===== config.mk =====
export PLATFORM = sky130hd
export DESIGN_NAME = mpe_feeder
export DESIGN_NICKNAME = d
export VERILOG_FILES = /design/src/rtl/mpe_pkg.sv /design/src/rtl/mpe_skew_line.sv /design/src/rtl/mpe_feeder.sv
export SDC_FILE = /design/constraint.sdc
export NUM_CORES = 2
export LEC_CHECK = 0
export BUFFER_PORTS_ARGS = -buffer_cell sky130_fd_sc_hd__buf_2
export CORE_MARGIN = 2
export CORE_UTILIZATION = 49
export DETAILED_ROUTE_END_ITERATION = 10
export PLACE_DENSITY_LB_ADDON = 0.1
export REMOVE_ABC_BUFFERS = 1
export SYNTH_ARGS = -nofsm -noshare
export SYNTH_HDL_FRONTEND = slang
export SYNTH_HIERARCHICAL = 1
export SYNTH_SLANG_ARGS = --single-unit

===== constraint.sdc =====
create_clock -name i_clk -period 2.38 [get_ports i_clk]
set_clock_uncertainty 0.15 [all_clocks]
set_input_delay 0.119 -clock i_clk [delete_from_list [all_inputs] [get_ports i_clk]]
set_output_delay 0.119 -clock i_clk [all_outputs]
set_load 0.03 [all_outputs]

===== src/rtl/mpe_pkg.sv =====
// rtl/mpe_pkg.sv - shared defaults, FSM state type and counter sizing for the MPE feeder
// Contents:
//   MPE_DATA_WIDTH  default word width (IEEE-754 single)
//   MPE_NUMBER_PE   default column height (lanes / weight words per pass)
//   mpe_state_e     feeder FSM states
//   cnt_width()     counter width able to hold 0..n without wrapping
package mpe_pkg;

  localparam int MPE_DATA_WIDTH = 32;
  localparam int MPE_NUMBER_PE  = 9;

  typedef enum logic [2:0] {
    IDLE,
    LOAD_W,
    STREAM,
    DRAIN,
    DONE
  } mpe_state_e;

  function automatic int cnt_width(input int n);
    return $clog2(n) + 1;
  endfunction

endpackage


===== src/rtl/mpe_skew_line.sv =====
// rtl/mpe_skew_line.sv - valid+data delay line feeding one MPE lane
// Ports:
//   clk        in   1           clock, rising edge
//   rst_n      in   1           async reset, active-low
//   in_valid   in   1           slot valid entering the line
//   in_data    in   DATA_WIDTH  slot data entering the line
//   out_valid  out  1           valid after DELAY+1 register stages
//   out_data   out  DATA_WIDTH  data after DELAY+1 stages; holds across bubbles
module mpe_skew_line
  import mpe_pkg::*;
#(
  parameter int DATA_WIDTH = MPE_DATA_WIDTH,
  parameter int DELAY      = 0
) (
  input  logic                  clk,
  input  logic                  rst_n,
  input  logic                  in_valid,
  input  logic [DATA_WIDTH-1:0] in_data,
  output logic                  out_valid,
  output logic [DATA_WIDTH-1:0] out_data
);

  logic [DELAY:0]        vld_q;
  logic [DATA_WIDTH-1:0] dat_q [DELAY+1];

  // Data stages only load behind a valid slot, so a bubble leaves the
  // previous word parked in every stage it passes through.
  always_ff @(posedge clk or negedge rst_n) begin
    if (!rst_n) begin
      vld_q <= '0;
      for (int i = 0; i <= DELAY; i++) begin
        dat_q[i] <= '0;
      end
    end else begin
      vld_q[0] <= in_valid;
      if (in_valid) begin
        dat_q[0] <= in_data;
      end
      for (int i = 1; i <= DELAY; i++) begin
        vld_q[i] <= vld_q[i-1];
        if (vld_q[i-1]) begin
          dat_q[i] <= dat_q[i-1];
        end
      end
    end
  end

  assign out_valid = vld_q[DELAY];
  assign out_data  = dat_q[DELAY];

endmodule


===== src/rtl/mpe_feeder.sv =====
// rtl/mpe_feeder.sv - producer side of the NUMBER_PE x 1 MPE column: weight load then skewed fmap stream
// Ports:
//   i_clk, i_rest_n                   clock / async active-low reset
//   i_start                           begin a pass (IDLE only)
//   i_w_valid, i_w_data, o_w_ready    weight words, k-th accepted -> lane k
//   i_f_valid, i_f_data, i_f_last,
//   o_f_ready                         fmap column vectors, slice k -> lane k
//   o_weight_en, o_weight_f_top       weight bank to MPE
//   o_left_en, o_right_en,
//   o_fmap_f_left                     diagonally skewed fmap lanes to MPE
//   o_busy, o_done                    pass status
module mpe_feeder
  import mpe_pkg::*;
#(
  parameter int DATA_WIDTH = MPE_DATA_WIDTH,
  parameter int NUMBER_PE  = MPE_NUMBER_PE
) (
  input  logic                            i_clk,
  input  logic                            i_rest_n,
  input  logic                            i_start,
  input  logic                            i_w_valid,
  input  logic [DATA_WIDTH-1:0]           i_w_data,
  output logic                            o_w_ready,
  input  logic                            i_f_valid,
  input  logic [NUMBER_PE*DATA_WIDTH-1:0] i_f_data,
  input  logic                            i_f_last,
  output logic                            o_f_ready,
  output logic                            o_weight_en,
  output logic [NUMBER_PE*DATA_WIDTH-1:0] o_weight_f_top,
  output logic [NUMBER_PE-1:0]            o_left_en,
  output logic [NUMBER_PE-1:0]            o_right_en,
  output logic [NUMBER_PE*DATA_WIDTH-1:0] o_fmap_f_left,
  output logic                            o_busy,
  output logic                            o_done
);

  localparam int             CNT_W    = cnt_width(NUMBER_PE);
  localparam logic [CNT_W-1:0] LAST_IDX = CNT_W'(NUMBER_PE - 1);

  mpe_state_e                      state_q, state_d;
  logic [CNT_W-1:0]                w_cnt_q;
  logic [CNT_W-1:0]                drain_cnt_q;
  logic                            weight_en_q;
  logic [NUMBER_PE*DATA_WIDTH-1:0] weight_q;
  logic                            w_acc;
  logic                            f_acc;

  // Handshakes decoded from state directly so the ready outputs never feed
  // back into the next-state logic.
  assign w_acc = i_w_valid && (state_q == LOAD_W);
  assign f_acc = i_f_valid && (state_q == STREAM);

  always_ff @(posedge i_clk or negedge i_rest_n) begin
    if (!i_rest_n) begin
      state_q <= IDLE;
    end else begin
      state_q <= state_d;
    end
  end

  always_comb begin
    state_d   = state_q;
    o_w_ready = 1'b0;
    o_f_ready = 1'b0;
    o_done    = 1'b0;
    o_busy    = (state_q != IDLE);
    case (state_q)
      IDLE: begin
        if (i_start) state_d = LOAD_W;
      end
      LOAD_W: begin
        o_w_ready = 1'b1;
        if (i_w_valid && (w_cnt_q == LAST_IDX)) state_d = STREAM;
      end
      STREAM: begin
        o_f_ready = 1'b1;
        if (i_f_valid && i_f_last) state_d = DRAIN;
      end
      DRAIN: begin
        if (drain_cnt_q == '0) state_d = DONE;
      end
      DONE: begin
        o_done  = 1'b1;
        state_d = IDLE;
      end
      default: state_d = IDLE;
    endcase
  end

  // Counters are one bit wider than the lane index so w_cnt can reach
  // NUMBER_PE after the final accept without wrapping.
  always_ff @(posedge i_clk or negedge i_rest_n) begin
    if (!i_rest_n) begin
      w_cnt_q     <= '0;
      drain_cnt_q <= '0;
    end else begin
      if (state_q == IDLE) begin
        w_cnt_q <= '0;
      end else if (w_acc) begin
        w_cnt_q <= w_cnt_q + 1'b1;
      end

      // Loaded so the last vector reaches the far lane before DONE.
      if (f_acc && i_f_last) begin
        drain_cnt_q <= LAST_IDX;
      end else if ((state_q == DRAIN) && (drain_cnt_q != '0)) begin
        drain_cnt_q <= drain_cnt_q - 1'b1;
      end
    end
  end

  // weight_en rises the edge after the bank is complete (first STREAM edge)
  // and drops as the pass enters DONE.
  always_ff @(posedge i_clk or negedge i_rest_n) begin
    if (!i_rest_n) begin
      weight_en_q <= 1'b0;
    end else if (state_q == STREAM) begin
      weight_en_q <= 1'b1;
    end else if (state_d == DONE) begin
      weight_en_q <= 1'b0;
    end
  end

  // Weight bank keeps its contents until overwritten in the next LOAD_W.
  always_ff @(posedge i_clk or negedge i_rest_n) begin
    if (!i_rest_n) begin
      weight_q <= '0;
    end else begin
      for (int k = 0; k < NUMBER_PE; k++) begin
        if (w_acc && (w_cnt_q == CNT_W'(k))) begin
          weight_q[k*DATA_WIDTH +: DATA_WIDTH] <= i_w_data;
        end
      end
    end
  end

  assign o_weight_en    = weight_en_q;
  assign o_weight_f_top = weight_q;

  // Lane k sits k stages deeper than lane 0 to build the diagonal wavefront.
  for (genvar k = 0; k < NUMBER_PE; k++) begin : g_lane
    mpe_skew_line #(
      .DATA_WIDTH (DATA_WIDTH),
      .DELAY      (k)
    ) u_skew (
      .clk       (i_clk),
      .rst_n     (i_rest_n),
      .in_valid  (f_acc),
      .in_data   (i_f_data[k*DATA_WIDTH +: DATA_WIDTH]),
      .out_valid (o_left_en[k]),
      .out_data  (o_fmap_f_left[k*DATA_WIDTH +: DATA_WIDTH])
    );
  end

  assign o_right_en = o_left_en;

endmodule


* Word-level counts from Yosys, hierarchy flattened
Cells that the tools add are included.
** Word-level totals
- Bits in registers :: 1787
- Output and inout bits :: 599
- Logic and storage cells :: 119
** Cells by class
- Add/sub/neg operators :: 2
- Equal/unequal tests :: 13
- Multiplexer cells :: 14
- Reductions and logical operators :: 23
** Operators with widths (number)
- $eq A5 B3 Y1 const B :: 4
- $mux W5 :: 4
- $logic_and A1 B1 Y1 :: 15
- $mux W3 :: 4
- $pmux W3 S4 :: 1
- $eq A5 B2 Y1 const B :: 2
- $logic_not A5 Y1 :: 2
- $eq A3 B2 Y1 const B :: 2
- $eq A3 B3 Y1 const B :: 2
- $reduce_bool A2 Y1 :: 3
- $add A5 B1 Y5 const B :: 1
- $eq A5 B1 Y1 const B :: 1
- $eq A5 B4 Y1 const B :: 1
- $mux W1 :: 5
- $reduce_bool A5 Y1 :: 1
- $sub A5 B1 Y5 const B :: 1
- $eq A3 B1 Y1 const B :: 1
- $logic_not A3 Y1 :: 1
- $reduce_bool A3 Y1 :: 1

* Longest topological paths before layout
- Depth in word-level cells :: 7
- Depth in mapped cells :: 6
- Mapped depth without buffers :: 5

* By module
Netlist, hierarchy kept.
** Modules (own cells, without submodules)
- mpe_skew_line at g_lane[8].u_skew :: times used 1, cells an instance 653, area each 12570.8 um^2, sequential area each 7432.1 um^2
- mpe_feeder :: times used 1, cells an instance 707, area each 12449.4 um^2, sequential area each 7557.2 um^2
- mpe_skew_line at g_lane[7].u_skew :: times used 1, cells an instance 584, area each 11200.7 um^2, sequential area each 6606.3 um^2
- mpe_skew_line at g_lane[6].u_skew :: times used 1, cells an instance 515, area each 9830.7 um^2, sequential area each 5780.5 um^2
- mpe_skew_line at g_lane[5].u_skew :: times used 1, cells an instance 446, area each 8460.6 um^2, sequential area each 4954.8 um^2
- mpe_skew_line at g_lane[4].u_skew :: times used 1, cells an instance 377, area each 7090.6 um^2, sequential area each 4129.0 um^2
- mpe_skew_line at g_lane[3].u_skew :: times used 1, cells an instance 308, area each 5720.5 um^2, sequential area each 3303.2 um^2
- mpe_skew_line at g_lane[2].u_skew :: times used 1, cells an instance 239, area each 4350.4 um^2, sequential area each 2477.4 um^2
- mpe_skew_line at g_lane[1].u_skew :: times used 1, cells an instance 170, area each 2980.4 um^2, sequential area each 1651.6 um^2
- mpe_skew_line at g_lane[0].u_skew :: times used 1, cells an instance 69, area each 1370.1 um^2, sequential area each 825.8 um^2

* Worst setup path before layout
Ideal clock, no wire load.
- Path kind :: flip-flop to flip-flop
- From :: register state_q[0]
- To :: register g_lane[0].u_skew.dat_q (netlist bit g_lane[0].u_skew/out_data[0])
- Arrival :: 2.608 ns
- Required time :: 2.105 ns
- Path slack :: -0.503 ns
- Cell stages (with the launch flop) :: 7
- Path buffers :: 3
- Period minus slack after synthesis :: 2.883 ns
- Path through :: dfrtp_1 buf_2 nor3b_1 and2_1 buf_6 buf_12 mux2_4
** Between the ends
- Word-level cells in the longest chain between the ends :: 2
** RTL lines
- from (decl) :: RTL line mpe_feeder.sv:40 : mpe_state_e state_q, state_d;
- from (signal assigned) :: RTL line mpe_feeder.sv:57 : state_q <= state_d;
- $eq A3 B2 Y1 :: RTL line mpe_feeder.sv:51 : assign f_acc = i_f_valid && (state_q == STREAM);
- $logic_and A1 B1 Y1 :: RTL line mpe_feeder.sv:51
- net f_acc :: RTL line mpe_feeder.sv:46 : logic f_acc;
- to (signal, indexed assignment) :: RTL line mpe_skew_line.sv:42 : dat_q[i] <= dat_q[i-1];
- to (decl) :: RTL line mpe_skew_line.sv:24 : logic [DATA_WIDTH-1:0] dat_q [DELAY+1];
The timed path passes the listed nets, and every way through them passes these cells.
A chain may end at the register's enable or synchronous reset.

* Final worst setup path
- From :: register drain_cnt_q[0]
- To :: register state_q[0]
** Between the ends
- Word-level cells in the longest chain between the ends :: 3
** RTL lines
- from (decl) :: RTL line mpe_feeder.sv:42 : logic [CNT_W-1:0] drain_cnt_q;
- from (signal assigned) :: RTL line mpe_feeder.sv:107 : drain_cnt_q <= drain_cnt_q - 1'b1;
- $logic_not A5 Y1 :: RTL line mpe_feeder.sv:80 : if (drain_cnt_q == '0) state_d = DONE;
- $mux W3 :: RTL line mpe_feeder.sv:80
- $pmux W3 S4 :: RTL line mpe_feeder.sv:67 : case (state_q)
- net state_d[0] :: RTL line mpe_feeder.sv:40
The timed path passes the listed nets, and every way through them passes these cells.

==> metrics.md <==
| Metric | Value |
|---|---|
| Die W | ~400 µm |
| Number of synthesis warnings | 6 |
| Ports | about 930 |
| Actual slew at the worst max-slew pin | ~0.56 ns |
| HP Class | in2reg |
| Design area | a little over 90000 µm² |
| Die ar. | about 160000 µm² |
| Maxcap violations | 0 |
| CTS buffer count | about 190 |
| Via count | 37700 |
| Critical-path cell list | inv_1 > ha_1 > nor4b_1 > buf_4 > nor2_1 > a2111o_1 > dlygate4sd3_1 |
| Pin count of the biggest net entering global routing | 95 |
| Worst setup EP type | register |
| Outcome | complete, no violations |
| Syn Std Cell Area | between 70000 and 80000 µm² |
| Die Span Y | between 300 and 400 µm |
| Clock slew at reported path FFs | 0.06 ns |
| Worst-Skew Late Latency | ~0.80 ns |
| Post-DP Area | around 80000 µm² |
| DRC | 0 |
| First-pass GRT wire length | approximately 270 mm |
| Place WS | about 0.16 ns |
| Commonest non-fill, non-tap cell in the layout | dfrtp_1 |
| Share of cells above drive strength 1 | a little under three fifths |
| Initial DRC count | roughly 1700 |
| RD Place Congestion | slightly above 0.8 |
| Fin cells | a little under 8000 |
| CP arrival | around 2.8 ns |
| Post-DR vias/cell | ~4.9 |
| Fin crit share | 96.1% |
| PwrDens | between 1000 and 1500 nW/µm² |
| Final antenna-violating net count | 0 |
| CTS H-tree lvls | 4 |
| WL final | approximately 170 mm |
| Slew Limit Fails | 0 |
| Worst Path Required | approximately 2.9 ns |
| Placed Cells | about 6700 |
| Register Area | 44800 µm² |
| Clk root buf | clkbuf_16 |
| GRT Total Usage | ~22% |
| Total power | 122 mW |
| IO buf count | 924 |
| Core area | 154000 µm² |
| Worst hold slack | just under 0.06 ns |
| Commonest non-fill, non-tap cells in the layout | dfrtp_1 (1750), mux2_4 (1530), buf_2 (922) |
| Delay-heaviest family, CP | buffers and inverters |
| Setup tns final | 0 ns |
| FP Rows | ~140 |
| Final core utilization | 59.9% |
| Final WS setup | slightly above 0.09 ns |
| Final hold violations | 0 |
| Filler cells | ~12000 |
| Post-Synthesis Cells | 4068 |
| Setup Viol. Count Final | 0 |
| Count of cell types in the netlist | 41 |
| Area delta synth->final | 21.4% |
| Synth Register Bits | between 1500 and 2000 |
| Top FF cell, synth | dfrtp_1 |
| Area of the multi-input gates | 25800 µm² |
| Clock tree buffer depth | 3 |
| Final Net Count | 5821 |
| Fmax | about 440 MHz |
| CP max FO | 7 |
| Final min period | 2.29 ns |
| Buf+Inv Stages, Crit Path | 3 |
| Worst vdd ir | 0.857 mV |
| Initial Utilization | approximately half |
| Vias in the first global route | just over 40000 |
| Worst path max stage delay | 0.55 ns |
| Type of origin of the critical path | register |
| Initial antenna violation count | 9 |
| Seq/Total Area, Yosys | between 50% and 60% |
| Post-synthesis async set-or-reset flop share | between 90% and 100% |
| Slew HR | between 60 and 70% |
| Syn avg cell area | about 19 µm² |
| Critical-path top delay cell | dlygate4sd3_1 |
| Pre-antenna DRT Iters | 5 |
| CP Class | reg2reg |
| Drt wl/cell | about 23 µm |
| CTS tree | built |
| Number of synthesized flops with an enable pin | 0 |
| Lkg Pwr | 45.2 nW |
| DP HPWL | ~120 mm |
| Gr ovfl total | 0 |
| CTS sink cnt | 1787 |
==> logic make-up (layout without fill, tap and decap cells) <==
family / after synthesis / after routing / synth area share, %
other: 0 / 4 / 0
multiplexers: 1730 / 1730 / 33.2
AO/OA/AOI/OAI: 17 / 17 / 0.137
buffers and inverters: 483 / 2059 / 7.23
adder cells (fa/ha/maj): 6 / 6 / 0.0987
flip-flops: 1787 / 1787 / 58.8
AND/OR/NAND/NOR: 45 / 45 / 0.537
==> path summary, 6_finish.rpt <==
kind                                                     to                        from  cells after the start  slack [ns]
worst max-delay path                             state_q[0]              drain_cnt_q[0]                      7        0.09
worst min-delay path            g_lane[8].u_skew/dat_q[277]               i_f_data[277]                      3        0.06
worst max register to register                   state_q[0]              drain_cnt_q[0]                      7        0.09
worst min register to register   g_lane[8].u_skew/dat_q[64]  g_lane[8].u_skew/dat_q[96]                      1        0.33
max in group asynchronous       g_lane[8].u_skew/dat_q[239]                    i_rest_n                      4        1.37
min in group asynchronous        g_lane[6].u_skew/dat_q[86]                    i_rest_n                      3        0.11
==> what timing repair did <==
item | 4_1_cts | 5_1_grt
setup buffers | 0 | 1
gates resized for setup | 0 | 6
hold endpoints to repair | 2384 | 1
endpoints found under the setup margin | 0 | 11
hold buffers | 609 | 1
==> metal layers <==
metal	wire length [µm]	up-vias	part of all wire [%]	track usage, %
met2	80400	846	46	34.1
met1	78400	19800	45	30.3
li1	-	16800	-	-
met3	9850	293	5.6	5.63
met4	5880	4	3.4	7.57
met5	20	-	0.011	0
==> where the power goes <==
group / leakage [nW] / switching [mW] / internal (mW) / total, mW
Combinational: 20.0 / 17.1 / 23.2 / 40.3
Sequential: 22.3 / 9.10 / 44.1 / 53.2
Clock: 2.98 / 12.2 / 16.4 / 28.6
Total: 45.2 / 38.4 / 83.7 / 122
==> flip-flops by register name, indices dropped and copies added, names as in the netlist <==
signal and cells:
g_lane.u_skew/out_valid 1, g_lane.u_skew/vld_q 44, o_weight_f_top 288, drain_cnt_q 5, w_cnt_q 5, state_q 3, o_weight_en 1, g_lane.u_skew/dat_q 1152
g_lane.u_skew/out_data 288
==> Yosys cell counts (2+ instances only) <==
cell | n | area, µm²
mux2i_1 | 2 | 20.0
buf_2 | 11 | 55.1
nand3b_1 | 2 | 15.0
nor3_1 | 2 | 10.0
or3_1 | 4 | 25.0
dfrtp_1 | 1787 | 44700
nand4_2 | 2 | 25.0
nand2_1 | 7 | 26.3
buf_4 | 265 | 1990
mux2_4 | 1530 | 23000
ha_1 | 6 | 75.1
o21ai_0 | 5 | 25.0
nand4_1 | 2 | 12.5
mux2_2 | 194 | 2180
mux2_1 | 4 | 45.0
nor2_1 | 3 | 11.3
nand4b_4 | 4 | 95.1
buf_12 | 135 | 2700
or4b_2 | 2 | 20.0
a21oi_1 | 7 | 35.0
nor3b_1 | 3 | 22.5
nand4b_1 | 2 | 17.5
buf_6 | 64 | 721
nand4_4 | 2 | 42.5
inv_1 | 7 | 26.3
==> area by class of cell <==
cell class / count / share of cell area [%]
inverters: 7 / 0.0285
repair buffers: 1710 / 14.2
multi-input cells: 1798 / 28.0
flip-flops and latches: 1787 / 48.5
clock buffers: 285 / 5.93
clock inverters: 57 / 0.604
diodes: 4 / 0.0108
well taps: 2044 / 2.77
==> tightest hold or removal path, stage by stage <==
cell and delay, ns:
dlygate4sd3_1 0.60, buf_2 0.13, mux2_4 0.12
(Power assumes the default switching activity.)
